$ cat src/rtl/plab2_proc_fetch_buffer.sv
// Fetch buffer between the instruction memory port and the D-stage instruction register.
// Issues credit-limited imem requests, queues responses and drops wrong-path responses.
module plab2_proc_fetch_buffer #(
  parameter int unsigned p_depth = 2
) (
  input  logic        clk,
  input  logic        reset,
  input  logic        domain,
  input  logic        fetch_req_val,
  output logic        fetch_req_rdy,
  input  logic        squash,
  output logic        imemreq_val,
  input  logic        imemreq_rdy,
  input  logic        imemresp_val,
  output logic        imemresp_rdy,
  input  logic [31:0] imemresp_msg_data,
  output logic        inst_val_D,
  input  logic        inst_rdy_D,
  output logic [31:0] inst_data_D,
  output logic        drop_pending
);

  localparam int unsigned PtrW = (p_depth > 1) ? $clog2(p_depth) : 1;
  localparam int unsigned CntW = PtrW + 1;

  logic [31:0]     mem_q [p_depth];
  logic [PtrW-1:0] head_q, tail_q;
  logic [CntW-1:0] count_q, count_d;
  logic [CntW-1:0] live_cnt_q, live_cnt_d;
  logic [CntW-1:0] drop_cnt_q, drop_cnt_d;
  logic [CntW-1:0] squashed_total;
  logic [CntW:0]   occupancy;
  logic            credit_ok;
  logic            req_fire;
  logic            resp_fire;
  logic            enq;
  logic            deq;

  // Data ports carry the domain label; no logic depends on it here.
  logic unused_domain;
  assign unused_domain = domain;

  assign occupancy     = {1'b0, live_cnt_q} + {1'b0, count_q};
  assign credit_ok     = occupancy < (CntW + 1)'(p_depth);
  assign imemreq_val   = fetch_req_val & credit_ok & ~reset;
  assign fetch_req_rdy = imemreq_rdy & credit_ok & ~reset;
  assign req_fire      = imemreq_val & imemreq_rdy;
  assign resp_fire     = imemresp_val;
  assign imemresp_rdy  = 1'b1;

  assign inst_val_D   = (count_q != '0) & ~squash;
  assign deq          = inst_val_D & inst_rdy_D;
  assign inst_data_D  = (count_q != '0) ? mem_q[head_q] : '0;
  assign drop_pending = drop_cnt_q != '0;

  // Older wrong-path responses always arrive first, so they are drained before any enqueue;
  // a response with nothing outstanding is a protocol error and is ignored.
  assign enq = resp_fire & ~squash & (drop_cnt_q == '0) & (live_cnt_q != '0);

  assign squashed_total = drop_cnt_q + live_cnt_q;

  always_comb begin
    count_d    = count_q;
    live_cnt_d = live_cnt_q;
    drop_cnt_d = drop_cnt_q;
    if (squash) begin
      count_d    = '0;
      live_cnt_d = CntW'(req_fire);
      if (resp_fire && (squashed_total != '0)) begin
        drop_cnt_d = squashed_total - CntW'(1);
      end else begin
        drop_cnt_d = squashed_total;
      end
    end else begin
      if (resp_fire && (drop_cnt_q != '0)) begin
        drop_cnt_d = drop_cnt_q - CntW'(1);
      end
      live_cnt_d = live_cnt_q + CntW'(req_fire) - CntW'(enq);
      count_d    = count_q + CntW'(enq) - CntW'(deq);
    end
  end

  always_ff @(posedge clk or posedge reset) begin
    if (reset) begin
      head_q     <= '0;
      tail_q     <= '0;
      count_q    <= '0;
      live_cnt_q <= '0;
      drop_cnt_q <= '0;
      for (int i = 0; i < int'(p_depth); i++) begin
        mem_q[i] <= '0;
      end
    end else begin
      count_q    <= count_d;
      live_cnt_q <= live_cnt_d;
      drop_cnt_q <= drop_cnt_d;
      if (squash) begin
        head_q <= '0;
        tail_q <= '0;
      end else begin
        if (enq) begin
          mem_q[tail_q] <= imemresp_msg_data;
          tail_q        <= tail_q + PtrW'(1);
        end
        if (deq) begin
          head_q <= head_q + PtrW'(1);
        end
      end
    end
  end

endmodule

$ cat config.mk
export PLATFORM = sky130hd
export DESIGN_NAME = plab2_proc_fetch_buffer
export DESIGN_NICKNAME = d
export VERILOG_FILES = /design/src/rtl/plab2_proc_fetch_buffer.sv
export SDC_FILE = /design/constraint.sdc
export NUM_CORES = 1
export LEC_CHECK = 0
export ABC_CLOCK_PERIOD_IN_PS = 4000
export BUFFER_PORTS_ARGS = -buffer_cell sky130_fd_sc_hd__buf_2
export CAP_MARGIN = 10
export CORE_UTILIZATION = 35
export CTS_CLUSTER_SIZE = 16
export DETAILED_ROUTE_END_ITERATION = 12
export GPL_ROUTABILITY_DRIVEN = 0
export GPL_TIMING_DRIVEN = 1
export PLACE_DENSITY = 0.61
export RECOVER_POWER = 50
export SLEW_MARGIN = 40
export SYNTH_ARGS = -nofsm -noshare
export SYNTH_HDL_FRONTEND = slang
export SYNTH_SLANG_ARGS = --single-unit
$ cat constraint.sdc
create_clock -name clk -period 4 [get_ports clk]
set_input_delay 0 -clock clk [delete_from_list [all_inputs] [get_ports clk]]
set_output_delay 0 -clock clk [all_outputs]
set_load 0.02 [all_outputs]
==> impl_summary.log, run 1 <==
[metrics] static leakage: 2.27 nW
[metrics] Row Count: 36
[metrics] proportion of netlist area held by the largest area contributor: 49.8%
[metrics] total number of H-tree levels: 3
[metrics] number of cells on the worst hold path: 4
[metrics] fraction of power consumed by the clock network: 29.0%
[metrics] Post-Syn Area: 3610 sq um
[metrics] overall via count from detail_route: 2390
[metrics] worst clock skew on the final layout: 0.0119 ns
[metrics] crit path launch type: flop
[metrics] via/cell ratio: 4.65
[metrics] clock period minus worst slack: 2.67 ns
[metrics] Die Width: 104 um
[metrics] number of antenna violations at the first check in global routing: 0
[metrics] clock transition at the register clock pins on the worst setup and hold paths after CTS: 0.08 ns
[metrics] max incr delay on CP: 0.48 ns
[metrics] Die Footprint: 10700 sq um
[metrics] initial cell density of the core: 36.5%
[metrics] kind of critical path: flop to flop
[metrics] cell occurring most often along the worst timing path: ha_1
[metrics] switching fraction of total power: 27.2%
[metrics] diode insertion count for antenna repair: 0
[metrics] number of enable flip-flop cells after synthesis: 0
[metrics] Longest Clk Path Bufs: 2
[metrics] sort of element at the end of the critical path: flop
[metrics] maximum capacitance violations: 1
[metrics] count of cells resized by post-cts repair: 0
[metrics] maximum number of pins on one net before global-route repair: 44
[metrics] setup slack of the worst register-to-register path: 1.33 ns
[metrics] async set-reset flop share out of synthesis: 100%
[metrics] top routing layer in use: met4
[metrics] Metal-1 WL: 3290 um
[metrics] number of placed I/O pins: 77
[metrics] Power Total: 2.16 mW
[metrics] half-perimeter wire length after placement: 4370 um
[metrics] worst voltage drop across the vdd grid: 0.206 mV
[metrics] headroom to the max-slew limit: -26.9%
[metrics] first-pass GRT wire length: 11900 um
[metrics] Die H: 104 um
[metrics] setup repair after global routing missed its margin: false
[metrics] final setup margin: 1.33 ns
[metrics] routed length on met3: 290 um
[metrics] number of instances in the synthesized netlist: 271
[metrics] required time of the critical path: 4.21 ns
[metrics] number of DRC markers after the initial detailed-route iteration: 91
[metrics] most common cell in the synthesized netlist: dfrtp_1
[metrics] hold wc startpoint: fetch_req_val
[metrics] number of CTS-inserted buffers: 9
[metrics] violated checks: capacitance limit, slew limit
[metrics] total negative setup slack: 0 ns
[metrics] Combinational Power Share: 26.0%
[metrics] worst hold path class: input port to flop
[metrics] Layout Cells excl Fill: 514
[metrics] total instance count after detailed placement: 464
[metrics] Crit path arrival time: 2.88 ns
[metrics] cell area power density: 471 nW/um^2
[metrics] root buf cell: clkbuf_8
[metrics] final hold viol count: 0
[metrics] vias in the first global route: 2449
[metrics] met2 routed WL: 3350 um
[metrics] remaining antenna violation count after routing: 0
[metrics] number of synthesis warnings: 0
[metrics] share of layout cells above drive strength 1: 37.8%
[metrics] standard cell core area: 9910 sq um
[metrics] Worst-Skew Late Latency: 0.34 ns
[metrics] final standard cell area without fillers: 4580 sq um
[metrics] TritonCTS clock tree: yes
[metrics] total placed instance area: 4050 sq um
[metrics] Worst path top cell family by delay: simple AND/OR/NAND/NOR gates
[metrics] slowest CP cell: or3b_2
[metrics] average wire length per cell after detail routing: 13.6 um
[metrics] Max Slew Vio Count: 34
[metrics] remaining global-route overflow: 0
[metrics] end point of the most critical hold path: live_cnt_q[0]
[metrics] per-instance average area after synthesis: 13.3 sq um
[metrics] cell type with the largest total area after synthesis: dfrtp_1
[metrics] critical path cell sequence: and2_1 -> fa_1 -> or3b_2 -> or2_2 -> ha_1 -> inv_1 -> ha_1 -> xnor2_1 -> nor2_1
[metrics] DRC violations left: 0
[metrics] setup-violating endpoint count in the final report: 0
[metrics] number of buffers added on ports: 74
[metrics] portion of the post-synthesis area used by sequential elements: 49.8%
[metrics] overall routed net length: 6990 um
[metrics] run status: complete, but fails checks
[metrics] source of the worst register-to-register timing path: live_cnt_q[0]
[metrics] combined flip-flop and latch cell area: 1800 sq um
[metrics] number of clock sinks seen by CTS: 72
[metrics] top post-synthesis cells by count: 72 x dfrtp_1, 38 x nor2_1, 34 x mux2_2, 34 x mux2i_1, 29 x mux2_4
[metrics] count of buffer and inverter cells on the critical path: 1
[metrics] transition time at the pin with the least slew margin: 1.90 ns
[metrics] share of the cycle needed by the critical path after routing: 66.7%
[metrics] dominant register cell in the synthesized netlist: dfrtp_1
[metrics] area growth from synthesis to layout: 26.8%
[metrics] global-route usage over all layers: 14.1%
[metrics] Place WS: 1.35 ns
[metrics] number of fillers in the final layout: 935
[metrics] Layout Nets: 424
[metrics] cell-internal power: 1.57 mW
[metrics] detailed-router iteration count before antenna repair: 4
[metrics] leading post-synthesis cells by cell area: dfrtp_1 50%, mux2_4 12%, mux2_2 11%
[metrics] Reg power frac: 45.0%
[metrics] post-synth cell types: 32
[metrics] number of register bits inferred by synthesis: 72
[metrics] maximum operating frequency: 375 MHz
[metrics] endpoint of the most critical register-to-register path: live_cnt_q[1]
[metrics] Multi-input gate area: 1650 sq um
[metrics] number of cells on the worst reg-to-reg path: 9
[metrics] post-synth net total: 319
[metrics] maximum fanout count along the critical path: 4
[metrics] power spent charging and discharging nets: 0.587 mW
## power groups by stage
stage                     Clock [mW]  Sequential, mW  Combinational, mW
after detailed placement           0           0.984              0.542
final                          0.625           0.970              0.561
after global routing           0.676           0.989              0.628
after floorplan                    0           0.949              0.453
after CTS                      0.648           0.972              0.573
after global placement             0           0.977              0.523
## state kept, by name (all words and copies together), names as in the netlist
| signal | flops |
|---|---|
| drop_cnt_q | 2 |
| live_cnt_q | 2 |
| count_q | 2 |
| tail_q | 1 |
| head_q | 1 |
| mem_q | 64 |
## per-stage QoR
step | hold slack (ns) | utilization [%]
2_1_floorplan | 0.0798 | -
3_3_place_gp | 0.123 | 40.8
3_5_place_dp | 0.133 | 40.9
4_1_cts | 0.0390 | 46.5
5_1_grt | 0.0611 | 46.3
6_report | 0.0526 | 46.3
## cell type report
class | count | share of cell area, %
clock buffers | 9 | 2.70
repair buffers | 111 | 15.5
clock inverters | 7 | 2.05
flip-flops and latches | 72 | 39.3
well taps | 133 | 3.63
inverters | 9 | 0.737
multi-input cells | 173 | 36.1
## cell usage in the layout, fill, tap and decap left out, drive strengths merged, types with 2 or more instances in the layout
cell type / instances
nand2b: 3
and2: 2
clkinvlp: 2
ha: 7
dlygate4sd3: 34
mux2: 65
clkbuf: 27
nor3b: 2
buf: 59
nor2: 38
dfrtp: 72
o21ai: 2
bufinv: 2
mux2i: 34
nor2b: 2
inv: 10
clkinv: 2
xor2: 3
xnor2: 4
## what timing repair did
| action | CTS | global route |
|---|---|---|
| setup endpoints to repair | 0 | 0 |
| endpoints found under the hold margin | 95 | 0 |
| buffers inserted | 0 | 0 |
| hold buffers | 34 | 0 |
## worst register-to-register path, delay by kind of cell, from the launching register on
kind / cells / cell delay [ns]
DFF: 1 / 0.43
adders and majority gates: 3 / 0.90
xor gates and xnor gates: 1 / 0.14
buffers and inverters: 1 / 0.04
and+or+nand+nor: 4 / 1.02
## layer usage
| metal | up-vias | GRT usage (%) |
|---|---|---|
| li1 | 1141 | - |
| met1 | 1186 | 18.4 |
| met2 | 56 | 22.9 |
| met3 | 7 | 3.84 |
| met4 | 0 | 4.04 |
| met5 | - | 0 |
## cells by family (layout without fill, tap and decap cells)
group	count (synthesis)	after routing	share of synthesized area (%)
multiplexers	99	99	32.7
flip-flops	72	72	49.8
AND/OR/NAND/NOR	52	52	6.68
buffers and inverters	26	136	4.57
adder cells (fa/ha/maj)	8	8	2.98
XOR/XNOR	8	8	2.32
AO/OA/AOI/OAI	5	5	0.831
other	1	1	0.104
## worst max path at each step
| stage | cells after the start | end | start |
|---|---|---|---|
| 2_1_floorplan | 9 | live_cnt_q[1] | live_cnt_q[0] |
| 3_3_place_gp | 9 | live_cnt_q[1] | live_cnt_q[0] |
| 3_5_place_dp | 9 | live_cnt_q[1] | live_cnt_q[0] |
| 4_1_cts | 9 | live_cnt_q[1] | live_cnt_q[0] |
| 5_1_grt | 3 | inst_data_D[12] | head_q |
| 6_report | 9 | live_cnt_q[1] | live_cnt_q[0] |
Note: power is estimated with default switching activity, not from simulation.
==> run 2, diff against run 1 <==
Settings changed: ABC_CLOCK_PERIOD_IN_PS 4000 to 2200, PLACE_DENSITY 0.61 to 0.63.
Clock period 4 ns to 2.2 ns, I/O delays scaled along.
==> impl_summary.log, run 2 (synthesized netlist as in run 1, its figures left out) <==
[metrics] Die Footprint: 10700 sq um (unchanged)
[metrics] number of DRC markers after the initial detailed-route iteration: 96 (+5.5%)
[metrics] setup repair after global routing missed its margin: true
[metrics] most frequent cells in the layout: 73 x buf_2, 71 x dfrtp_1, 37 x nor2_1
[metrics] number of buffers added on ports: 74 (unchanged)
[metrics] Multi-input gate area: 1690 sq um (+2.3%)
[metrics] flip-flop count of the largest register after layout: 64 (unchanged)
[metrics] kind of critical path: flop to flop
[metrics] clock transition at the register clock pins on the worst setup and hold paths after CTS: 0.07 ns (about the same)
[metrics] diode insertion count for antenna repair: 0 (unchanged)
[metrics] Layout Nets: 435 (+2.6%)
[metrics] Worst-Skew Late Latency: 0.34 ns (about the same)
[metrics] initial cell density of the core: 36.5% (unchanged)
[metrics] Power Total: 4.13 mW (+92%)
[metrics] final setup margin: -0.214 ns (-1.55 ns)
[metrics] run status: complete, but fails checks
[metrics] slowest CP cell: fa_1
[metrics] worst hold path class: input port to flop
[metrics] max incr delay on CP: 0.45 ns (-0.03 ns)
[metrics] area growth from synthesis to layout: 32.1%
[metrics] number of clock sinks seen by CTS: 72 (unchanged)
[metrics] worst voltage drop across the vdd grid: 0.402 mV (+95%)
[metrics] transition time at the pin with the least slew margin: 0.960 ns (-0.944 ns)
[metrics] most frequent standard cell in the layout excluding fill and tap cells: buf_2
[metrics] critical path cell sequence: and2_4 -> fa_1 -> or3b_4 -> or2_4 -> ha_4 -> inv_2 -> ha_4 -> inv_2 -> mux2i_1
[metrics] total placed instance area: 4170 sq um (+3.0%)
[metrics] required time of the critical path: 2.46 ns (-1.75 ns)
[metrics] headroom to the max-slew limit: 36.0% (+63 points)
[metrics] Worst path top cell family by delay: adder cells
[metrics] overall routed net length: 7310 um (+4.6%)
[metrics] detailed-router iteration count before antenna repair: 4 (unchanged)
[metrics] count of buffer and inverter cells on the critical path: 2 (+1)
[metrics] cell area power density: 865 nW/um^2 (+84%)
[metrics] Row Count: 36 (unchanged)
[metrics] register containing the most flip-flops in the final layout: mem_q
[metrics] combined flip-flop and latch cell area: 1800 sq um (about the same)
[metrics] share of layout cells above drive strength 1: 45.2% (+7.4 points)
[metrics] standard cell core area: 9910 sq um (unchanged)
[metrics] maximum fanout count along the critical path: 2 (-2)
[metrics] Die H: 104 um (unchanged)
[metrics] number of placed I/O pins: 77 (unchanged)
[metrics] remaining global-route overflow: 0 (unchanged)
[metrics] via/cell ratio: 4.53 (-2.5%)
[metrics] vias in the first global route: 2625 (+7.2%)
[metrics] Max Slew Vio Count: 0 (-100%)
[metrics] global-route usage over all layers: 14.9% (+0.76 points)
[metrics] root buf cell: clkbuf_8
[metrics] crit path launch type: flop
[metrics] setup-violating endpoint count in the final report: 2 (+2)
[metrics] launch point of the critical path: count_q[0]
[metrics] Longest Clk Path Bufs: 2 (unchanged)
[metrics] DRC violations left: 0 (unchanged)
[metrics] tightest hold margin: 0.0228 ns (-0.0298 ns)
[metrics] static leakage: 2.42 nW (+6.5%)
[metrics] number of fillers in the final layout: 899 (-3.9%)
[metrics] hold wc startpoint: squash
[metrics] maximum number of pins on one net before global-route repair: 41 (-6.8%)
[metrics] Die Width: 104 um (unchanged)
[metrics] maximum operating frequency: 414 MHz (+11%)
[metrics] half-perimeter wire length after placement: 4750 um (+8.5%)
[metrics] maximum capacitance violations: 0 (-1)
[metrics] violated checks: setup timing
[metrics] number of antenna violations at the first check in global routing: 0 (unchanged)
[metrics] final hold viol count: 0 (unchanged)
[metrics] Crit path arrival time: 2.67 ns (-0.21 ns)
[metrics] worst clock skew on the final layout: 0.00976 ns (-0.00217 ns)
[metrics] share of the cycle needed by the critical path after routing: 110% (+43 points)
[metrics] total number of H-tree levels: 3 (unchanged)
[metrics] overall via count from detail_route: 2379 (-0.46%)
[metrics] remaining antenna violation count after routing: 0 (unchanged)
[metrics] number of CTS-inserted buffers: 9 (unchanged)
[metrics] source of the worst register-to-register timing path: count_q[0]
[metrics] sort of element at the end of the critical path: flop
[metrics] first-pass GRT wire length: 12600 um (+5.9%)
[metrics] average wire length per cell after detail routing: 13.9 um (+2.4%)
[metrics] clock period minus worst slack: 2.41 ns (-0.254 ns)
[metrics] final standard cell area without fillers: 4780 sq um (+4.2%)
[metrics] TritonCTS clock tree: yes
[run 2: cell type report]
class,count,area share (%)
Clock inverter,4,2.07
Multi-Input combinational cell,173,35.4
Timing Repair Buffer,122,17.3
Clock buffer,12,3.25
Tap cell,133,3.48
Sequential cell,72,37.8
Inverter,9,0.707
[run 2: path summary, 6_finish.rpt]
path | endpoint | slack [ns] | cells past startpoint
max in group asynchronous | mem_q[51] | 1.05 | 4
setup reg to reg | live_cnt_q[0] | -0.21 | 9
setup / recovery | live_cnt_q[0] | -0.21 | 9
hold reg to reg | mem_q[28] | 0.49 | 1
min in group asynchronous | live_cnt_q[1] | 0.50 | 4
hold / removal | count_q[0] | 0.02 | 2
[run 2: through the flow]
stage          setup slack [ns]  setup TNS (ns)  util (%)  std cells
2_1_floorplan            -0.186          -0.364         -        271
3_3_place_gp             -0.166          -0.312      42.1        475
3_5_place_dp             -0.214          -0.443      42.1        475
4_1_cts                  -0.231          -0.411      48.2        525
5_1_grt                  -0.300           -1.85      48.2        525
6_report                 -0.214          -0.387      48.2        525
[run 2: layer usage]
layer / vias up / global-route usage, % / part of all wire [%] / routed length (um)
li1: 1151 / - / - / -
met3: 12 / 3.21 / 3.9 / 284
met5: - / 0 / 0 / 0
met1: 1167 / 19.3 / 47 / 3460
met2: 49 / 24.1 / 47 / 3460
met4: 0 / 5.90 / 1.5 / 106
[run 2: power breakdown]
| part | leakage, nW | switching, mW | internal, mW |
|---|---|---|---|
| logic | 1.33 | 0.428 | 0.648 |
| registers | 0.968 | 0.154 | 1.60 |
| clock network | 0.127 | 0.483 | 0.821 |
| total | 2.42 | 1.07 | 3.06 |
[run 2: repair_timing]
item,CTS,global route
hold buffers,33,0
cloned,0,0
endpoints found under the setup margin,17,34
endpoints found under the hold margin,136,0
setup buffers,1,0
gates resized for setup,3,3
==> run 3, diff against run 2 <==
Settings changed: ABC_CLOCK_PERIOD_IN_PS 2200 to 2170.
Clock period 2.2 ns to 2.17 ns, I/O delays scaled along.
==> impl_summary.log, run 3 (synthesized netlist as in run 1, its figures left out) <==
[metrics] run status: complete, but fails checks
[metrics] violated checks: setup timing
[metrics] remaining antenna violation count after routing: 0 (unchanged)
[metrics] total instance count after detailed placement: 476 (+0.21%)
[metrics] final setup margin: -0.234 ns (-0.0193 ns)
[metrics] Reg power frac: 44.1% (+1.7 points)
[metrics] first-pass GRT wire length: 12400 um (-1.6%)
[metrics] slowest CP cell: fa_1
[metrics] half-perimeter wire length after placement: 4790 um (+1.0%)
[metrics] final standard cell area without fillers: 4780 sq um (about the same)
[metrics] worst clock skew on the final layout: 0.0158 ns (+0.00604 ns)
[metrics] worst hold path class: input port to flop
[metrics] max incr delay on CP: 0.45 ns (about the same)
[metrics] maximum operating frequency: 416 MHz (+0.45%)
[metrics] remaining global-route overflow: 0 (unchanged)
[metrics] Die Footprint: 10700 sq um (unchanged)
[metrics] most frequent standard cell in the layout excluding fill and tap cells: dfrtp_1
[metrics] number of fillers in the final layout: 927 (+3.1%)
[metrics] Layout Nets: 438 (+0.69%)
[metrics] Die Width: 104 um (unchanged)
[metrics] Combinational Power Share: 27.0% (+0.9 points)
[metrics] global-route usage over all layers: 14.7% (-0.13 points)
[metrics] Power Total: 4.04 mW (-2.3%)
[metrics] total negative setup slack: -0.447 ns (-0.0598 ns)
[metrics] clock period minus worst slack: 2.40 ns (-0.0107 ns)
[metrics] overall routed net length: 7210 um (-1.3%)
[metrics] Row Count: 36 (unchanged)
[metrics] initial cell density of the core: 36.5% (unchanged)
[metrics] DRC violations left: 0 (unchanged)
[metrics] maximum number of pins on one net before global-route repair: 39 (-4.9%)
[metrics] share of the cycle needed by the critical path after routing: 111% (+1.0 points)
[metrics] number of DRC markers after the initial detailed-route iteration: 113 (+18%)
[metrics] register containing the most flip-flops in the final layout: mem_q
[metrics] share of layout cells above drive strength 1: 44.6% (-0.60 points)
[metrics] transition time at the pin with the least slew margin: 0.928 ns (-0.0327 ns)
[metrics] number of buffers added on ports: 74 (unchanged)
[metrics] final hold viol count: 0 (unchanged)
[metrics] maximum fanout count along the critical path: 2 (unchanged)
[metrics] headroom to the max-slew limit: 38.2% (+2.2 points)
[metrics] root buf cell: clkbuf_8
[metrics] critical path cell sequence: and2_4 -> fa_1 -> or3b_4 -> or2_4 -> ha_4 -> inv_2 -> ha_4 -> inv_2 -> mux2i_1
[metrics] TritonCTS clock tree: yes
[metrics] Multi-input gate area: 1690 sq um (about the same)
[metrics] most frequent cells in the layout: 72 x dfrtp_1, 71 x buf_2, 37 x nor2_1
[metrics] overall via count from detail_route: 2401 (+0.92%)
[metrics] clock transition at the register clock pins on the worst setup and hold paths after CTS: 0.08 ns (about the same)
[metrics] total placed instance area: 4210 sq um (+0.78%)
[metrics] average wire length per cell after detail routing: 13.7 um (-1.9%)
[metrics] required time of the critical path: 2.44 ns (-0.02 ns)
[metrics] number of placed I/O pins: 77 (unchanged)
[metrics] Layout Cells excl Fill: 528 (+0.57%)
[metrics] Max Slew Vio Count: 0 (unchanged)
[metrics] worst voltage drop across the vdd grid: 0.429 mV (+6.9%)
[metrics] combined flip-flop and latch cell area: 1800 sq um (about the same)
[metrics] Longest Clk Path Bufs: 2 (unchanged)
[metrics] sort of element at the end of the critical path: flop
[metrics] switching fraction of total power: 27.6% (+1.8 points)
[metrics] power spent charging and discharging nets: 1.11 mW (+4.5%)
[metrics] total number of H-tree levels: 3 (unchanged)
[metrics] setup-violating endpoint count in the final report: 2 (unchanged)
[metrics] setup repair after global routing missed its margin: true
[metrics] vias in the first global route: 2590 (-1.3%)
[metrics] fraction of power consumed by the clock network: 28.9% (-2.7 points)
[metrics] standard cell core area: 9910 sq um (unchanged)
[metrics] area growth from synthesis to layout: 32.2% (about the same)
[metrics] flip-flop count of the largest register after layout: 64 (unchanged)
[metrics] detailed-router iteration count before antenna repair: 4 (unchanged)
[metrics] static leakage: 2.42 nW (-0.19%)
[metrics] crit path launch type: flop
[metrics] diode insertion count for antenna repair: 0 (unchanged)
[metrics] number of clock sinks seen by CTS: 72 (unchanged)
[metrics] maximum capacitance violations: 0 (unchanged)
[metrics] number of antenna violations at the first check in global routing: 0 (unchanged)
[metrics] Crit path arrival time: 2.67 ns (about the same)
[metrics] cell area power density: 845 nW/um^2 (-2.3%)
[metrics] via/cell ratio: 4.55 (+0.35%)
[metrics] kind of critical path: flop to flop
[metrics] number of CTS-inserted buffers: 9 (unchanged)
[metrics] Worst-Skew Late Latency: 0.35 ns (about the same)
[metrics] Die H: 104 um (unchanged)
[metrics] cell-internal power: 2.92 mW (-4.6%)
## run 3: worst paths after layout
kind | from | cells past startpoint | to | slack, ns
max in group asynchronous | reset | 4 | mem_q[29] | 1.08
setup / recovery | count_q[0] | 9 | live_cnt_q[0] | -0.23
hold reg to reg | mem_q[30] | 1 | mem_q[30] | 0.49
setup reg to reg | count_q[0] | 9 | live_cnt_q[0] | -0.23
hold / removal | inst_rdy_D | 4 | head_q | 0.03
min in group asynchronous | reset | 4 | count_q[1] | 0.47
## run 3: worst max-delay path, delay by kind of cell, from the launching register on
family                   cells  cell delay, ns
buffers and inverters        2            0.05
adder cells (fa/ha/maj)      3            0.96
AND/OR/NAND/NOR              3            0.82
flip-flops                   1            0.38
multiplexers                 1            0.10
## run 3: per-stage QoR
stage | util, % | hold slack [ns] | setup slack [ns]
finish | 48.2 | 0.0330 | -0.234
floorplan | - | 0.0798 | -0.216
CTS | 48.3 | 0.0203 | -0.246
global route | 48.2 | 0.0662 | -0.344
detailed placement | 42.4 | 0.155 | -0.227
global placement | 42.4 | 0.158 | -0.200
## run 3: final cells by class
type	count	area share (%)
clock buffer	9	2.59
clock inverter	7	1.96
inverter	9	0.707
multi-input combinational	173	35.4
sequential	72	37.7
tap	133	3.48
timing repair buffer	125	18.2
## run 3: timing repair
action                                  CTS  global route
endpoints found under the setup margin    2            12
endpoints found under the hold margin   140             0
hold buffers                             34             0
resized for setup                         3             1
buffers inserted                          2             0
gates cloned                              0             0
## run 3: layer usage
metal	vias up	wire length, um	GRT usage [%]
li1	1161	-	-
met1	1181	3430	18.1
met2	49	3380	24.3
met3	10	299	4.59
met4	0	102	5.18
met5	-	0	0
## run 3: power by group through the flow
stage	combinational [mW]	sequential (mW)	clock [mW]
after floorplan	0.842	1.75	0
after global placement	1.02	1.79	0
after detailed placement	1.06	1.80	0
after CTS	1.12	1.78	1.20
after global routing	1.22	1.81	1.26
final	1.09	1.78	1.17
